**config.mk**
```make
export PLATFORM = sky130hd
export DESIGN_NAME = lcd_st_channel_adapter
export DESIGN_NICKNAME = d
export VERILOG_FILES = /design/src/rtl/lcd_st_channel_adapter.sv
export SDC_FILE = /design/constraint.sdc
export NUM_CORES = 1
export LEC_CHECK = 0
export BUFFER_PORTS_ARGS = -buffer_cell sky130_fd_sc_hd__clkbuf_2
export CORE_MARGIN = 4
export CORE_UTILIZATION = 49
export DETAILED_ROUTE_END_ITERATION = 12
export PLACE_DENSITY_LB_ADDON = 0.08
export SETUP_SLACK_MARGIN = 0.1
export SYNTH_ARGS = -nofsm -noshare
export SYNTH_HDL_FRONTEND = slang
export SYNTH_SLANG_ARGS = --single-unit
```
**constraint.sdc**
```tcl
create_clock -name clk -period 2.5 [get_ports clk]
set_input_delay 0.75 -clock clk [delete_from_list [all_inputs] [get_ports clk]]
set_output_delay 0.75 -clock clk [all_outputs]
set_load 0.01 [all_outputs]
```
**src/rtl/lcd_st_channel_adapter.sv**
```systemverilog
`default_nettype none
// =============================================================================
// lcd_st_channel_adapter : packet-granular channel filter and remapper with a
//                          two-entry skid-buffered Avalon-ST output
// Revision 1.0
// =============================================================================
module lcd_st_channel_adapter #(
    parameter int DATA_W         = 8,
    parameter int IN_CHANNEL_W   = 8,
    parameter int OUT_CHANNEL_W  = 2,
    parameter int CHANNEL_OFFSET = 0,
    parameter int MAX_CHANNEL    = 3,
    parameter int DROP_CNT_W     = 16
) (
    input  logic                     clk,
    input  logic                     reset_n,
    output logic                     in_ready,
    input  logic                     in_valid,
    input  logic [DATA_W-1:0]        in_data,
    input  logic [IN_CHANNEL_W-1:0]  in_channel,
    input  logic                     in_startofpacket,
    input  logic                     in_endofpacket,
    input  logic                     out_ready,
    output logic                     out_valid,
    output logic [DATA_W-1:0]        out_data,
    output logic [OUT_CHANNEL_W-1:0] out_channel,
    output logic                     out_startofpacket,
    output logic                     out_endofpacket,
    input  logic                     drop_clear,
    output logic [DROP_CNT_W-1:0]    drop_count,
    output logic                     proto_err
);

    typedef enum logic [1:0] {
        IDLE = 2'd0,
        PASS = 2'd1,
        DROP = 2'd2
    } state_t;

    localparam logic [IN_CHANNEL_W:0]   OFFSET_EXT = (IN_CHANNEL_W+1)'(CHANNEL_OFFSET);
    localparam logic [IN_CHANNEL_W:0]   MAX_EXT    = (IN_CHANNEL_W+1)'(MAX_CHANNEL);
    localparam logic [DROP_CNT_W-1:0]   CNT_ONE    = {{(DROP_CNT_W-1){1'b0}}, 1'b1};

    state_t                   state_q, state_d;
    logic [IN_CHANNEL_W-1:0]  sop_ch_q, sop_ch_d;
    logic [OUT_CHANNEL_W-1:0] map_ch_q, map_ch_d;
    logic                     out_valid_q, out_valid_d;
    logic [DATA_W-1:0]        out_data_q, out_data_d;
    logic [OUT_CHANNEL_W-1:0] out_ch_q, out_ch_d;
    logic                     out_sop_q, out_sop_d;
    logic                     out_eop_q, out_eop_d;
    logic                     skid_valid_q, skid_valid_d;
    logic [DATA_W-1:0]        skid_data_q, skid_data_d;
    logic [OUT_CHANNEL_W-1:0] skid_ch_q, skid_ch_d;
    logic                     skid_sop_q, skid_sop_d;
    logic                     skid_eop_q, skid_eop_d;
    logic                     in_ready_q, in_ready_d;
    logic [DROP_CNT_W-1:0]    drop_count_q, drop_count_d;
    logic                     proto_err_q, proto_err_d;

    logic                     accept, legal, fwd, disc, pop;
    logic [IN_CHANNEL_W:0]    ext_ch, rel_ch;
    logic [OUT_CHANNEL_W-1:0] beat_ch;

    always_comb begin
        state_d      = state_q;
        sop_ch_d     = sop_ch_q;
        map_ch_d     = map_ch_q;
        out_valid_d  = out_valid_q;
        out_data_d   = out_data_q;
        out_ch_d     = out_ch_q;
        out_sop_d    = out_sop_q;
        out_eop_d    = out_eop_q;
        skid_valid_d = skid_valid_q;
        skid_data_d  = skid_data_q;
        skid_ch_d    = skid_ch_q;
        skid_sop_d   = skid_sop_q;
        skid_eop_d   = skid_eop_q;
        drop_count_d = drop_count_q;
        proto_err_d  = 1'b0;
        fwd          = 1'b0;
        disc         = 1'b0;
        beat_ch      = map_ch_q;

        accept = in_valid && in_ready_q;
        pop    = out_valid_q && out_ready;
        ext_ch = {1'b0, in_channel};
        rel_ch = ext_ch - OFFSET_EXT;
        legal  = (ext_ch >= OFFSET_EXT) && (rel_ch <= MAX_EXT);

        // An SOP always restarts packet evaluation, whatever state it arrives in.
        if (accept) begin
            if (in_startofpacket) begin
                proto_err_d = (state_q != IDLE);
                if (legal) begin
                    fwd      = 1'b1;
                    beat_ch  = rel_ch[OUT_CHANNEL_W-1:0];
                    map_ch_d = rel_ch[OUT_CHANNEL_W-1:0];
                    sop_ch_d = in_channel;
                    state_d  = in_endofpacket ? IDLE : PASS;
                end else begin
                    disc    = 1'b1;
                    state_d = in_endofpacket ? IDLE : DROP;
                end
            end else begin
                case (state_q)
                    PASS: begin
                        fwd         = 1'b1;
                        proto_err_d = (in_channel != sop_ch_q);
                        if (in_endofpacket) state_d = IDLE;
                    end
                    DROP: begin
                        disc = 1'b1;
                        if (in_endofpacket) state_d = IDLE;
                    end
                    default: begin
                        disc        = 1'b1;
                        proto_err_d = 1'b1;
                    end
                endcase
            end
        end

        // A push can never meet an occupied skid: in_ready is low whenever it is.
        if (!out_valid_q || pop) begin
            if (skid_valid_q) begin
                out_valid_d  = 1'b1;
                out_data_d   = skid_data_q;
                out_ch_d     = skid_ch_q;
                out_sop_d    = skid_sop_q;
                out_eop_d    = skid_eop_q;
                skid_valid_d = 1'b0;
            end else begin
                out_valid_d = fwd;
                if (fwd) begin
                    out_data_d = in_data;
                    out_ch_d   = beat_ch;
                    out_sop_d  = in_startofpacket;
                    out_eop_d  = in_endofpacket;
                end
            end
        end else if (fwd) begin
            skid_valid_d = 1'b1;
            skid_data_d  = in_data;
            skid_ch_d    = beat_ch;
            skid_sop_d   = in_startofpacket;
            skid_eop_d   = in_endofpacket;
        end
        in_ready_d = !skid_valid_d;

        if (drop_clear) begin
            drop_count_d = disc ? CNT_ONE : '0;
        end else if (disc && (drop_count_q != '1)) begin
            drop_count_d = drop_count_q + CNT_ONE;
        end
    end

    always_ff @(posedge clk) begin
        if (!reset_n) begin
            state_q      <= IDLE;
            sop_ch_q     <= '0;
            map_ch_q     <= '0;
            out_valid_q  <= 1'b0;
            out_data_q   <= '0;
            out_ch_q     <= '0;
            out_sop_q    <= 1'b0;
            out_eop_q    <= 1'b0;
            skid_valid_q <= 1'b0;
            skid_data_q  <= '0;
            skid_ch_q    <= '0;
            skid_sop_q   <= 1'b0;
            skid_eop_q   <= 1'b0;
            in_ready_q   <= 1'b0;
            drop_count_q <= '0;
            proto_err_q  <= 1'b0;
        end else begin
            state_q      <= state_d;
            sop_ch_q     <= sop_ch_d;
            map_ch_q     <= map_ch_d;
            out_valid_q  <= out_valid_d;
            out_data_q   <= out_data_d;
            out_ch_q     <= out_ch_d;
            out_sop_q    <= out_sop_d;
            out_eop_q    <= out_eop_d;
            skid_valid_q <= skid_valid_d;
            skid_data_q  <= skid_data_d;
            skid_ch_q    <= skid_ch_d;
            skid_sop_q   <= skid_sop_d;
            skid_eop_q   <= skid_eop_d;
            in_ready_q   <= in_ready_d;
            drop_count_q <= drop_count_d;
            proto_err_q  <= proto_err_d;
        end
    end

    assign in_ready          = in_ready_q;
    assign out_valid         = out_valid_q;
    assign out_data          = out_data_q;
    assign out_channel       = out_ch_q;
    assign out_startofpacket = out_sop_q;
    assign out_endofpacket   = out_eop_q;
    assign drop_count        = drop_count_q;
    assign proto_err         = proto_err_q;

endmodule
`default_nettype wire
```
# Yosys cells after proc, flatten, opt, wreduce, memory -nomap -nowiden
# Cells that the tools add are included.
[word_totals]
regBits = 56
elab_cells = 73
[classes]
addsub = 1
magnitude_cmp = 1
eq_ne = 4
n_mux = 33
bitwise_logic = 1
n_reduce_logical = 17
[ops]
columns = ["op", "count"]
rows = [
  ["16-bit 2-to-1 mux", 2],
  ["2-bit 2-to-1 mux", 10],
  ["1-bit 2-to-1 mux", 18],
  ["16-bit by 1-bit adder with 16-bit output (second input constant)", 1],
  ["8-bit 2-to-1 mux", 2],
  ["16-bit inequality test (second input constant)", 1],
  ["2-bit nonzero test", 5],
  ["8-bit by 2-bit <= comparator with 1-bit output (second input constant)", 1],
  ["8-bit inequality test", 1],
  ["2-bit AND reduction", 3],
  ["3-bit AND reduction", 2],
  ["1-bit logical AND", 3],
  ["2-bit by 1-bit equality test with 1-bit output (second input constant)", 1],
  ["2-bit equality test (second input constant)", 1],
  ["1-bit zero test", 2],
  ["1-bit case mux with 2 select lines", 1],
  ["2-bit OR reduction", 1],
  ["1-bit logical OR", 1],
  ["1-bit NOT", 1],
]

# Depth between registers and ports, before layout
[depth]
word_depth = 7
ltp_mapped = 7
ltp_nobuf = 6

# Least setup slack after synthesis
# No wires, ideal clock.
[synth_path]
path_kind = "input port to flip-flop"
start = "input port in_channel[7]"
end = "register drop_count_q[7] (netlist: drop_count[7])"
setup_time_ps = 129
arrival_time_ps = 1996
required_ps = 2371
path_slack_ps = 374
path_stages = 5
cell_sequence = "or4_1 -> o211ai_2 -> buf_4 -> nor4_1 -> mux2i_1"
[synth_between]
elab_chain_len = 6
[synth_lines]
columns = ["element", "line", "rtl"]
rows = [
  ["start: declaration", "20", "input logic [IN_CHANNEL_W-1:0] in_channel,"],
  ["8-bit by 2-bit <= comparator with 1-bit output", "89", "legal = (ext_ch >= OFFSET_EXT) && (rel_ch <= MAX_EXT);"],
  ["1-bit 2-to-1 mux", "95", "if (legal) begin"],
  ["1-bit 2-to-1 mux", "93", "if (in_startofpacket) begin"],
  ["1-bit 2-to-1 mux", "92", "if (accept) begin"],
  ["1-bit logical AND", "153", "end else if (disc && (drop_count_q != '1)) begin"],
  ["2-bit nonzero test (no source line)", "n/a", ""],
  ["end signal: assignment", "191", "drop_count_q <= drop_count_d;"],
  ["end: declaration", "58", "logic [DROP_CNT_W-1:0] drop_count_q, drop_count_d;"],
]
# No other way between the ends.
# A chain may end at the register's enable or synchronous reset.

# Final worst setup path
[layout_path]
start = "input port in_startofpacket"
end = "register skid_data_q[0]"
[layout_between]
elab_chain_len = 3
[layout_lines]
columns = ["element", "line", "rtl"]
rows = [
  ["start: declaration", "21", "input logic in_startofpacket,"],
  ["1-bit 2-to-1 mux", "93", ""],
  ["1-bit 2-to-1 mux", "92", ""],
  ["2-bit AND reduction (no source line)", "n/a", ""],
  ["end signal: assignment", "186", "skid_data_q <= skid_data_d;"],
  ["end: declaration", "53", "logic [DATA_W-1:0] skid_data_q, skid_data_d;"],
]
# No other way between the ends.

==> results.json <==
{
  "power.density_mw_per_mm2": 488.0,
  "cp_slowest_cell": "or3b_2",
  "final_nets": 376,
  "status": "finished, final reports clean",
  "holdCritStartpoint": "skid_data_q[1]$_SDFFE_PN0P_",
  "layout_setup_ws_ns": 0.5033,
  "drt-total-wl_um": 6411,
  "skew_ns": 0.01034,
  "cts_tree": "done",
  "final_common_cell": "dfxtp_1",
  "startpoint_type": "input pin",
  "place_inst": 412,
  "place_ws_ns": 0.1730,
  "vias": 2427,
  "p_comb_share_pct": 6.8,
  "drt-initial-drc-count": 112,
  "diodes": 0,
  "syn_area_per_cell_sq_um": 9.043,
  "fin_setup_tns_ns": 0,
  "antenna_found_initial": 0,
  "finalSetupViolCount": 0,
  "die_x_um": 81.79,
  "fillCellCount": 506,
  "cts_buffers": 5,
  "grt_max_degree": 33,
  "switching_share_pct": 25.47,
  "rr_startpoint": "state_q[1]$_SDFFE_PN0P_",
  "drc": 0,
  "seq_power_share_pct": 58.6,
  "fin_crit_ns": 1.997,
  "slew_headroom_pct": 52.12,
  "fmax_ghz": 0.5008,
  "cts.sinks": 56,
  "critical_path_class": "input pin to flop",
  "cts_root_buffer": "clkbuf_8",
  "crit_chain": "clkbuf_2 -> or3b_2 -> o21ai_1 -> buf_4 -> nand3_1 -> a21oi_1",
  "p_sw_w": 0.0003898,
  "max_stage_delay_ns": 0.50,
  "grt_overflow": 0,
  "power_frac_clock_pct": 34.5,
  "syn2layout_area_growth_pct": 17.59,
  "tightest_slew_ns": 0.7133,
  "cts_resized": 0,
  "grt_first_pass_wirelength_um": 10550,
  "clk_latency_ns": 0.32,
  "synth_cells": 295,
  "rsz0062_at_grt": "no",
  "holdPathEnd": "skid_data_q[1]$_SDFFE_PN0P_",
  "grt_pass1_vias": 2231,
  "gp_congestion": 0.7868,
  "syn_area_sq_mm": 0.002668,
  "whs_ns": 0.4829,
  "worstPathMaxFanout": 13,
  "postLayoutCellArea_sq_mm": 0.003137,
  "rr_worst_depth": 6,
  "grt_usage_pct": 20.24,
  "maxSlewViolCount": 0,
  "drt_pass1_iterations": 4,
  "fin_cells": 420,
  "start_util_pct": 51.25,
  "synth-seq-cells": 56,
  "worst_ep_arrival_time_ns": 2.25,
  "cp_data_required_time_ns": 2.76,
  "end_kind": "flop",
  "maxCapViolCount": 0,
  "core_sq_mm": 0.005205,
  "clockBufferDepth": 2,
  "hold-path-cell-count": 2,
  "post_cts_buffers": 0,
  "hold_path_class": "flop to flop",
  "hold_buffers": 0,
  "synth.distinct_cells": 44,
  "clk_pin_slew_worst_paths_ns": 0.11,
  "final_cell_mix": "dfxtp_1 (56), clkbuf_2 (53), a21oi_1 (34)",
  "ir_drop_uv": 252.1,
  "drive_gt1_share_pct": 25.14,
  "die_h_um": 81.79,
  "yosysWarnings": 0,
  "hpwl_um": 4562,
  "core.rowCount": 26,
  "synth_seq_area_share_pct": 42.03,
  "avgRoutedWirePerCell_um": 15.26,
  "port_buffers": 53,
  "vias_per_cell": 5.779,
  "placed_cell_area_sq_mm": 0.003040,
  "cellInternalPower_w": 0.001141,
  "h-tree-depth": 2,
  "leakage_nw": 1.215,
  "syn-num-nets": 322,
  "r2r_setup_slack_ns": 0.51,
  "dieArea_sq_mm": 0.006689,
  "hold_viol": 0,
  "period_share_pct": 79.87,
  "drtAntennaViolNets": 0,
  "r2r-end": "drop_count[12]$_SDFFE_PN0P_",
  "io_pins": 54
}
==> critical path, delay by kind of cell <==
kind                   cells  cell delay (ns)
and+or+nand+nor            2             0.58
AOI/OAI and AO/OA          2             0.45
buffers and inverters      2             0.46
==> cells by family after synthesis <==
family / Yosys count / synth area share [%]
adders and majority gates: 4 / 1.876
DFF: 56 / 42.03
AOI/OAI and AO/OA: 80 / 18.67
muxes: 21 / 7.880
buffers and inverters: 26 / 4.034
and+or+nand+nor: 100 / 22.89
xor gates and xnor gates: 8 / 2.627
==> area by class of cell <==
class / instances / area (sq um) / area share, %
well taps: 70 / 87.58 / 2.792
inverters: 6 / 22.52 / 0.7180
clock buffers: 5 / 68.82 / 2.194
flip-flops and latches: 56 / 1121 / 35.74
repair buffers: 67 / 370.4 / 11.81
clock inverters: 3 / 27.53 / 0.8775
multi-input cells: 213 / 1439 / 45.87
==> stage by stage <==
stage	util (%)	total power [W]
2_1_floorplan	-	0.0009729
3_3_place_gp	58.41	0.001021
3_5_place_dp	58.41	0.001022
4_1_cts	60.26	0.001544
5_1_grt	60.26	0.001593
6_report	60.26	0.001531
==> routing by layer <==
layer	vias up	track usage (%)	share of wire, %	wire length, um
met5	-	0	0	0
met4	0	5.980	0.47	30
met3	2	4.276	3.8	243
met2	40	30.29	46	2953
met1	1165	29.18	50	3183
li1	1220	-	-	-
==> sequential cells by signal, indices dropped and copies added (netlist names), 2 cells and up <==
| signal | flops |
|---|---|
| drop_count | 16 |
| out_data | 8 |
| skid_data_q | 8 |
| sop_ch_q | 8 |
| map_ch_q | 2 |
| out_channel | 2 |
| skid_ch_q | 2 |
| state_q | 2 |
==> cell usage after synthesis, drive strengths merged <==
cell | n | area, sq um
dfxtp | 56 | 1121
a211oi | 13 | 97.59
clkbuf | 13 | 48.80
nand2b | 5 | 31.28
a311o | 2 | 20.02
nand4b | 3 | 26.28
xor2 | 8 | 70.07
nor3 | 2 | 10.01
nor3b | 1 | 7.510
nand4 | 7 | 65.06
nor4 | 10 | 83.83
a31oi | 1 | 6.260
o21ai | 14 | 70.06
o31ai | 5 | 37.54
or3b | 1 | 8.760
inv | 6 | 22.52
a21oi | 34 | 170.2
o41ai | 2 | 17.52
nor2 | 9 | 33.78
o211ai | 1 | 12.51
a32o | 1 | 10.01
and2 | 2 | 12.51
and4 | 2 | 17.52
or2 | 6 | 37.54
or4 | 9 | 71.32
o21a | 3 | 22.52
nand3 | 17 | 85.08
o221ai | 2 | 17.52
ha | 4 | 50.05
nand2 | 17 | 63.81
and3 | 7 | 43.79
mux2i | 21 | 210.2
buf | 7 | 36.28
nor2b | 2 | 12.51
o21bai | 1 | 7.510
a311oi | 1 | 8.760
==> worst max path at each step <==
stage                                        from                           to  cells after the start
final                            in_startofpacket  skid_data_q[0]$_SDFFE_PN0P_                      6
after global placement              in_channel[7]  skid_data_q[5]$_SDFFE_PN0P_                      6
after detailed placement            in_channel[7]  skid_data_q[5]$_SDFFE_PN0P_                      6
after floorplan                     in_channel[7]   drop_count[7]$_SDFFE_PN0P_                      5
after global routing      state_q[1]$_SDFFE_PN0P_  drop_count[12]$_SDFFE_PN0P_                      6
after CTS                           in_channel[7]  skid_data_q[5]$_SDFFE_PN0P_                      6
==> power groups by stage <==
stage               clock [W]  sequential, W  combinational, W
floorplan                   0       0.000919         0.0000534
global placement            0       0.000917          0.000103
detailed placement          0       0.000918          0.000104
CTS                  0.000542       0.000897          0.000105
global route         0.000578       0.000898          0.000116
finish               0.000529       0.000897          0.000105
Note: power is estimated with default switching activity, not from simulation.
